$ cat src/rtl/if_fetch.sv
// if_fetch: instruction fetch stage. Holds the PC, drives the instruction SRAM
// read port, and hands {valid, pc} plus the returned instruction word to ID.
// Ports:
//   clk, rst          - clock and synchronous active-high reset
//   stall[5:0]        - pipeline hold vector (bit0 = IF hold, bit1 = ID hold)
//   br_bus[32:0]      - {br_e, br_addr} branch redirect from ID
//   inst_sram_*       - SRAM port (read only; wen/wdata tied to zero)
//   if_to_id_bus      - {ce, pc} for the instruction being fetched
//   id_inst           - instruction word presented to ID
// Optional feature: define IF_INST_HOLD_BUF_EN to build the ID instruction hold
// buffer. It captures the SRAM data while ID is held, so the word survives the
// SRAM output changing underneath a stall.

module if_fetch #(
  parameter logic [31:0] RESET_PC = 32'hBFC0_0000
) (
  input  logic        clk,
  input  logic        rst,
  input  logic [5:0]  stall,
  input  logic [32:0] br_bus,
  output logic        inst_sram_en,
  output logic [3:0]  inst_sram_wen,
  output logic [31:0] inst_sram_addr,
  output logic [31:0] inst_sram_wdata,
  input  logic [31:0] inst_sram_rdata,
  output logic [32:0] if_to_id_bus,
  output logic [31:0] id_inst
);

  // Reset parks the PC one word before the boot vector, so the first
  // un-stalled increment lands exactly on RESET_PC.
  localparam logic [31:0] RESET_FETCH = RESET_PC - 32'd4;

  logic        br_e;
  logic [31:0] br_addr;
  logic [31:0] pc_reg;
  logic        ce_reg;
  logic        pend_vld;
  logic [31:0] pend_addr;
  logic [31:0] next_pc;

  assign br_e    = br_bus[32];
  assign br_addr = br_bus[31:0];

  // A live branch wins over a branch remembered from a stall; the sum wraps
  // at 32 bits.
  always_comb begin
    next_pc = pc_reg + 32'd4;
    if (br_e) begin
      next_pc = br_addr;
    end else if (pend_vld) begin
      next_pc = pend_addr;
    end
  end

  // PC, fetch-enable and the pending-redirect latch. A branch that arrives
  // while IF is held would otherwise be lost, since ID only presents it for
  // one cycle; it is parked here and consumed on the first free edge.
  always_ff @(posedge clk) begin
    if (rst) begin
      pc_reg    <= RESET_FETCH;
      ce_reg    <= 1'b0;
      pend_vld  <= 1'b0;
      pend_addr <= 32'h0;
    end else if (!stall[0]) begin
      pc_reg   <= next_pc;
      ce_reg   <= 1'b1;
      pend_vld <= 1'b0;
    end else if (br_e) begin
      pend_vld  <= 1'b1;
      pend_addr <= br_addr;
    end
  end

  // The SRAM address comes straight from the register, so there is no
  // combinational path from br_bus to the SRAM port.
  assign inst_sram_en    = ce_reg;
  assign inst_sram_addr  = pc_reg;
  assign inst_sram_wen   = 4'b0000;
  assign inst_sram_wdata = 32'h0;
  assign if_to_id_bus    = {ce_reg, pc_reg};

`ifdef IF_INST_HOLD_BUF_EN
  logic        hold_vld;
  logic [31:0] hold_reg;

  // Capture only on the first held edge: later edges of the same stall must
  // not overwrite the word ID is waiting on.
  always_ff @(posedge clk) begin
    if (rst) begin
      hold_vld <= 1'b0;
      hold_reg <= 32'h0;
    end else if (stall[1]) begin
      if (!hold_vld) begin
        hold_vld <= 1'b1;
        hold_reg <= inst_sram_rdata;
      end
    end else begin
      hold_vld <= 1'b0;
    end
  end

  assign id_inst = hold_vld ? hold_reg : inst_sram_rdata;

  // Stall bits owned by later pipeline stages.
  logic unused_stall;
  assign unused_stall = ^stall[5:2];
`else
  assign id_inst = inst_sram_rdata;

  // Stall bits owned by later pipeline stages (ID hold is only needed when
  // the hold buffer is built).
  logic unused_stall;
  assign unused_stall = ^stall[5:1];
`endif

endmodule

$ cat config.mk
export PLATFORM = sky130hd
export DESIGN_NAME = if_fetch
export DESIGN_NICKNAME = d
export VERILOG_FILES = /design/src/rtl/if_fetch.sv
export SDC_FILE = /design/constraint.sdc
export NUM_CORES = 1
export LEC_CHECK = 0
export ABC_AREA = 1
export BUFFER_PORTS_ARGS = -buffer_cell sky130_fd_sc_hd__buf_2
export CAP_MARGIN = 20
export CORE_AREA = 2 2 104 106
export DETAILED_ROUTE_END_ITERATION = 10
export DIE_AREA = 0 0 106 108
export PLACE_DENSITY = 0.72
export SKIP_LAST_GASP = 1
export SLEW_MARGIN = 20
export SYNTH_ARGS = -nofsm -noshare
export SYNTH_HDL_FRONTEND = slang
export SYNTH_SLANG_ARGS = --single-unit
export TNS_END_PERCENT = 50
$ cat constraint.sdc
create_clock -name clk -period 1.4 [get_ports clk]
set_input_delay 0.28 -clock clk [delete_from_list [all_inputs] [get_ports clk]]
set_output_delay 0.28 -clock clk [all_outputs]
set_load 0.005 [all_outputs]
# == Yosys cells after proc, flatten, opt, wreduce, memory -nomap -nowiden ==
# Cells that the tools add are included.
# word_totals
ff_bits,66
rom_bits,0
output_inout_bits,134
wordCells,10
latchBits,0
mem_count,0
ram_bits,0
# op_classes
bitwise,1
add_sub_neg,1
shifts,0
n_div,0
magnitude_cmp,0
n_mul,0
eq_ne,0
muxes,2
reduce_logical,2
# op_table
operator,n
32-bit 2-to-1 mux,2
"32-bit by 3-bit adder with 32-bit output, second input constant",1
2-bit AND reduction,1
2-bit OR reduction,1
1-bit inverter,1

# == Logic depth before layout (Yosys ltp) ==
# logic_depth
ltp_word,3
mapped_depth,10

# == Least setup slack after synthesis ==
# Ideal clock, no wire load.
# synth_timing
path_type,flip-flop to flip-flop
start,reg pc_reg[2] (netlist: inst_sram_addr[2])
end,reg pc_reg[18] (netlist: inst_sram_addr[18])
n_path_buf,0
path_stages_with_launch,9
setup_time_ps,70
setup_slack_ps,-137
arrival_ps,1468
required_time_ps,1330
path_cell_list,dfxtp_1 -> ha_1 -> nand2_1 -> nor2_2 -> nand2_2 -> nor2_1 -> xor2_1 -> nand2_1 -> a21oi_1
# synth_via
elab_chain_len,3
# synth_lines
element,line,text
from (decl),36,logic [31:0] pc_reg;
from (signal assigned),66,pc_reg <= next_pc;
32-bit by 3-bit adder with 32-bit output,48,next_pc = pc_reg + 32'd4;
32-bit 2-to-1 mux,51,end else if (pend_vld) begin
32-bit 2-to-1 mux,49,if (br_e) begin
# Every way passes these cells.
# A chain may end at the register's enable or synchronous reset.

# == Final worst setup path ==
# layout_timing
start,reg pc_reg[2] (netlist: inst_sram_addr[2])
end,out inst_sram_addr[2]
# layout_lines
element,line,text
to (decl),23,"output logic [31:0] inst_sram_addr,"
# No word-level cell between the ends.

==> impl_metrics.yaml <==
placed_design:
  dp.cells: 842
  dp_hpwl_um: 9020
  port_buffers: 101
  gp_congestion: 0.914
timing:
  setup_viol: 1
  fmax_mhz: 712
  layout_setup_ws_ps: -3.72
  hold_slack_ps: 207
  rsz0062_at_grt: "true"
  finClkSkew_ps: 6.88
  drv_slew: 0
  period_needed_ps: 1400
  tns_ps: -3.72
  hold_viol: 0
  fin_crit_sh_pct: 100
synthesis:
  synth_enable_flop_cells: 0
  synth_cell_type_count: 30
  synth_warnings: 0
  yosys.area_share.simple_pct: 25.8
  synthArstFlopShare_pct: 0
  netlist_area_sq_um: 4220
  synth_cells: 626
  avgSynthCellArea_sq_um: 6.74
  ys.flop_type: "dfxtp_1"
  yosys-mux-area-fraction_pct: 0
  synth_top_family_by_area: "simple AND/OR/NAND/NOR gates"
  synth_compound_area_share_pct: 17.3
  synthXorXnorAreaFrac_pct: 1.04
  ys_seq_area_share_pct: 31.3
  synthAdderAreaFrac_pct: 0.297
  ys_seq_elements: 66
setup_path:
  r2r-end: "inst_sram_addr[15]"
  ff2ff_path_depth: 7
  crit_top_cell: "buf_4"
  cpLargestDelayFamily: "buffers and inverters"
  worst-path-max-fanout: 7
  critPathSlowestCell: "dfxtp_2"
  critPathCaptureType: "output pin"
  crit_chain: "buf_4 -> buf_4 -> buf_2"
  crit_path_start_kind: "flip-flop"
  r2r_slack_ps: 20
  critPathLaunch: "inst_sram_addr[2]"
  timing.rr.start: "inst_sram_addr[13]"
  required_ps: 1120
  crit_type: "flip-flop to output pin"
  arrival_ps: 1120
  slowest_delay_ps: 340
  crit_buf_inv: 3
clocking:
  clk_latency_ps: 350
  htreeDepth: 3
  cts_sinks: 66
  cts_setup_buffers: 0
  cts-hold-fix-buffers: 0
  cts_tree: "yes"
  cts_made_buffers: 9
  clk_path_buf_depth: 2
  cts_root_buffer: "clkbuf_8"
  path_clk_slew_ps: 70
final_layout:
  ff_latch_area_sq_um: 1350
  instances_no_fill: 858
  diodes: 0
  syn2layout_area_growth_pct: 19.9
  final_util_pct: 49.4
  multiInputGateArea_sq_um: 2130
  drive_gt1_share_pct: 33.2
  layout_common_cells: "nand2_1 (118), buf_2 (101), nor2_1 (97)"
  finalNetCount: 791
  final_common_cell: "nand2_1"
  fillers: 1021
floorplanning:
  die_h_um: 108
  core-area_sq_um: 10200
  start_util_pct: 41.2
  ioPinCount: 207
  die_w_um: 106
  rows: 37
  die-area_sq_um: 11400
job:
  cap_violations: 0
drt:
  ant_nets: 0
  wl_per_cell_um: 13.6
  drc: 0
  vias_per_cell: 4.91
  vias: 4212
  drtPass1Iterations: 5
  drt_iter0_drc: 210
  wirelength_um: 11600
power:
  powerDensity_nw_per_um2: 1040
  p_leak_nw: 2.47
  ir_drop_mv: 0.532
  finalPower_mw: 5.26
hold_path:
  holdPathEnd: "pend_addr[11]"
  min_path_type: "primary input to flip-flop"
  min_from: "br_bus[11]"
  hold_depth: 3
global_routing:
  grt_overflow: 0
  groute.layer.met1.usage_pct: 26.3
  gr-max-usage-layer: "met2"
  grt_util_met2_pct: 34.4
  antenna_found_initial: 0
  grt_max_degree: 36
  grt_pass1_vias: 4017
  track_usage_pct: 20.6
  grt_pass1_wl_um: 18500
  grt_use_met3_pct: 3.01
status:
  violations: "setup timing"
  status: "complete, but fails checks"
cell usage after synthesis (3+ instances only):
cell | number | area share, %
buf_1 | 3 | 0.27
clkbuf_1 | 10 | 0.89
nor2_1 | 117 | 10
xor2_1 | 5 | 1.0
a22oi_1 | 4 | 0.71
inv_1 | 39 | 3.5
buf_2 | 6 | 0.71
dfxtp_1 | 66 | 31
a221oi_1 | 25 | 5.2
nand2_2 | 3 | 0.44
o21ai_0 | 42 | 5.0
a211oi_1 | 5 | 0.89
nor2_4 | 4 | 1.1
a21oi_1 | 39 | 4.6
buf_4 | 102 | 18
nand3_1 | 15 | 1.8
nand2_1 | 121 | 11
nor2_2 | 4 | 0.59
worst max-delay path by stage:
| stage | endpoint | slack [ps] | cells past startpoint |
|---|---|---|---|
| floorplan | inst_sram_addr[18] | 30 | 8 |
| global placement | inst_sram_addr[21] | -60 | 6 |
| detailed placement | inst_sram_addr[21] | -60 | 6 |
| CTS | inst_sram_addr[2] | -10 | 3 |
| global route | inst_sram_addr[31] | -60 | 9 |
| finish | inst_sram_addr[2] | -4 | 3 |
report_power, final:
group	leakage, nW	switching, mW	internal (mW)
combinational	1.82	0.863	0.628
clock	0.106	0.735	0.884
sequential	0.544	0.121	2.02
worst register-to-register path, delay by kind of cell (launching register included):
family	cells	cell delay, ps
XOR/XNOR	1	160
AO/OA/AOI/OAI	1	140
AND/OR/NAND/NOR	5	630
flip-flops	1	380
cell families after synthesis:
group	Yosys count
flip-flops	66
other	1
AO/OA/AOI/OAI	120
adder cells (fa/ha/maj)	1
XOR/XNOR	5
AND/OR/NAND/NOR	269
buffers and inverters	164
final cells by class:
type                    count  share of cell area, %
clock buffers              15                   3.88
clock inverters             1                 0.0990
inverters                  41                   3.04
multi-input cells         431                   42.2
flip-flops and latches     66                   26.7
well taps                 136                   3.36
repair buffers            168                   20.7
state kept, by name, indices dropped and copies added (netlist names):
name / flops
inst_sram_addr: 32
inst_sram_en: 1
pend_addr: 32
pend_vld: 1
metrics by stage:
step	cell area, sq um	setup slack, ps
6_report	5060	-3.72
5_1_grt	5060	-63.3
4_1_cts	4940	-12.8
3_5_place_dp	4710	-55.2
3_3_place_gp	4710	-55.1
2_1_floorplan	4370	25.3
routing by layer:
metal  vias to the layer above  routed length [um]
met1                      1911                5080
met5                         -                   0
met3                        35                 769
met4                         0                 339
met2                       175                5430
li1                       2091                   -
repair_timing:
action | 4_1_cts | 5_1_grt
resized for setup | 10 | 45
endpoints found under the setup margin | 11 | 25
pin swaps | 5 | 13
cloned | 0 | 0
Note: power is estimated with default switching activity, not from simulation.
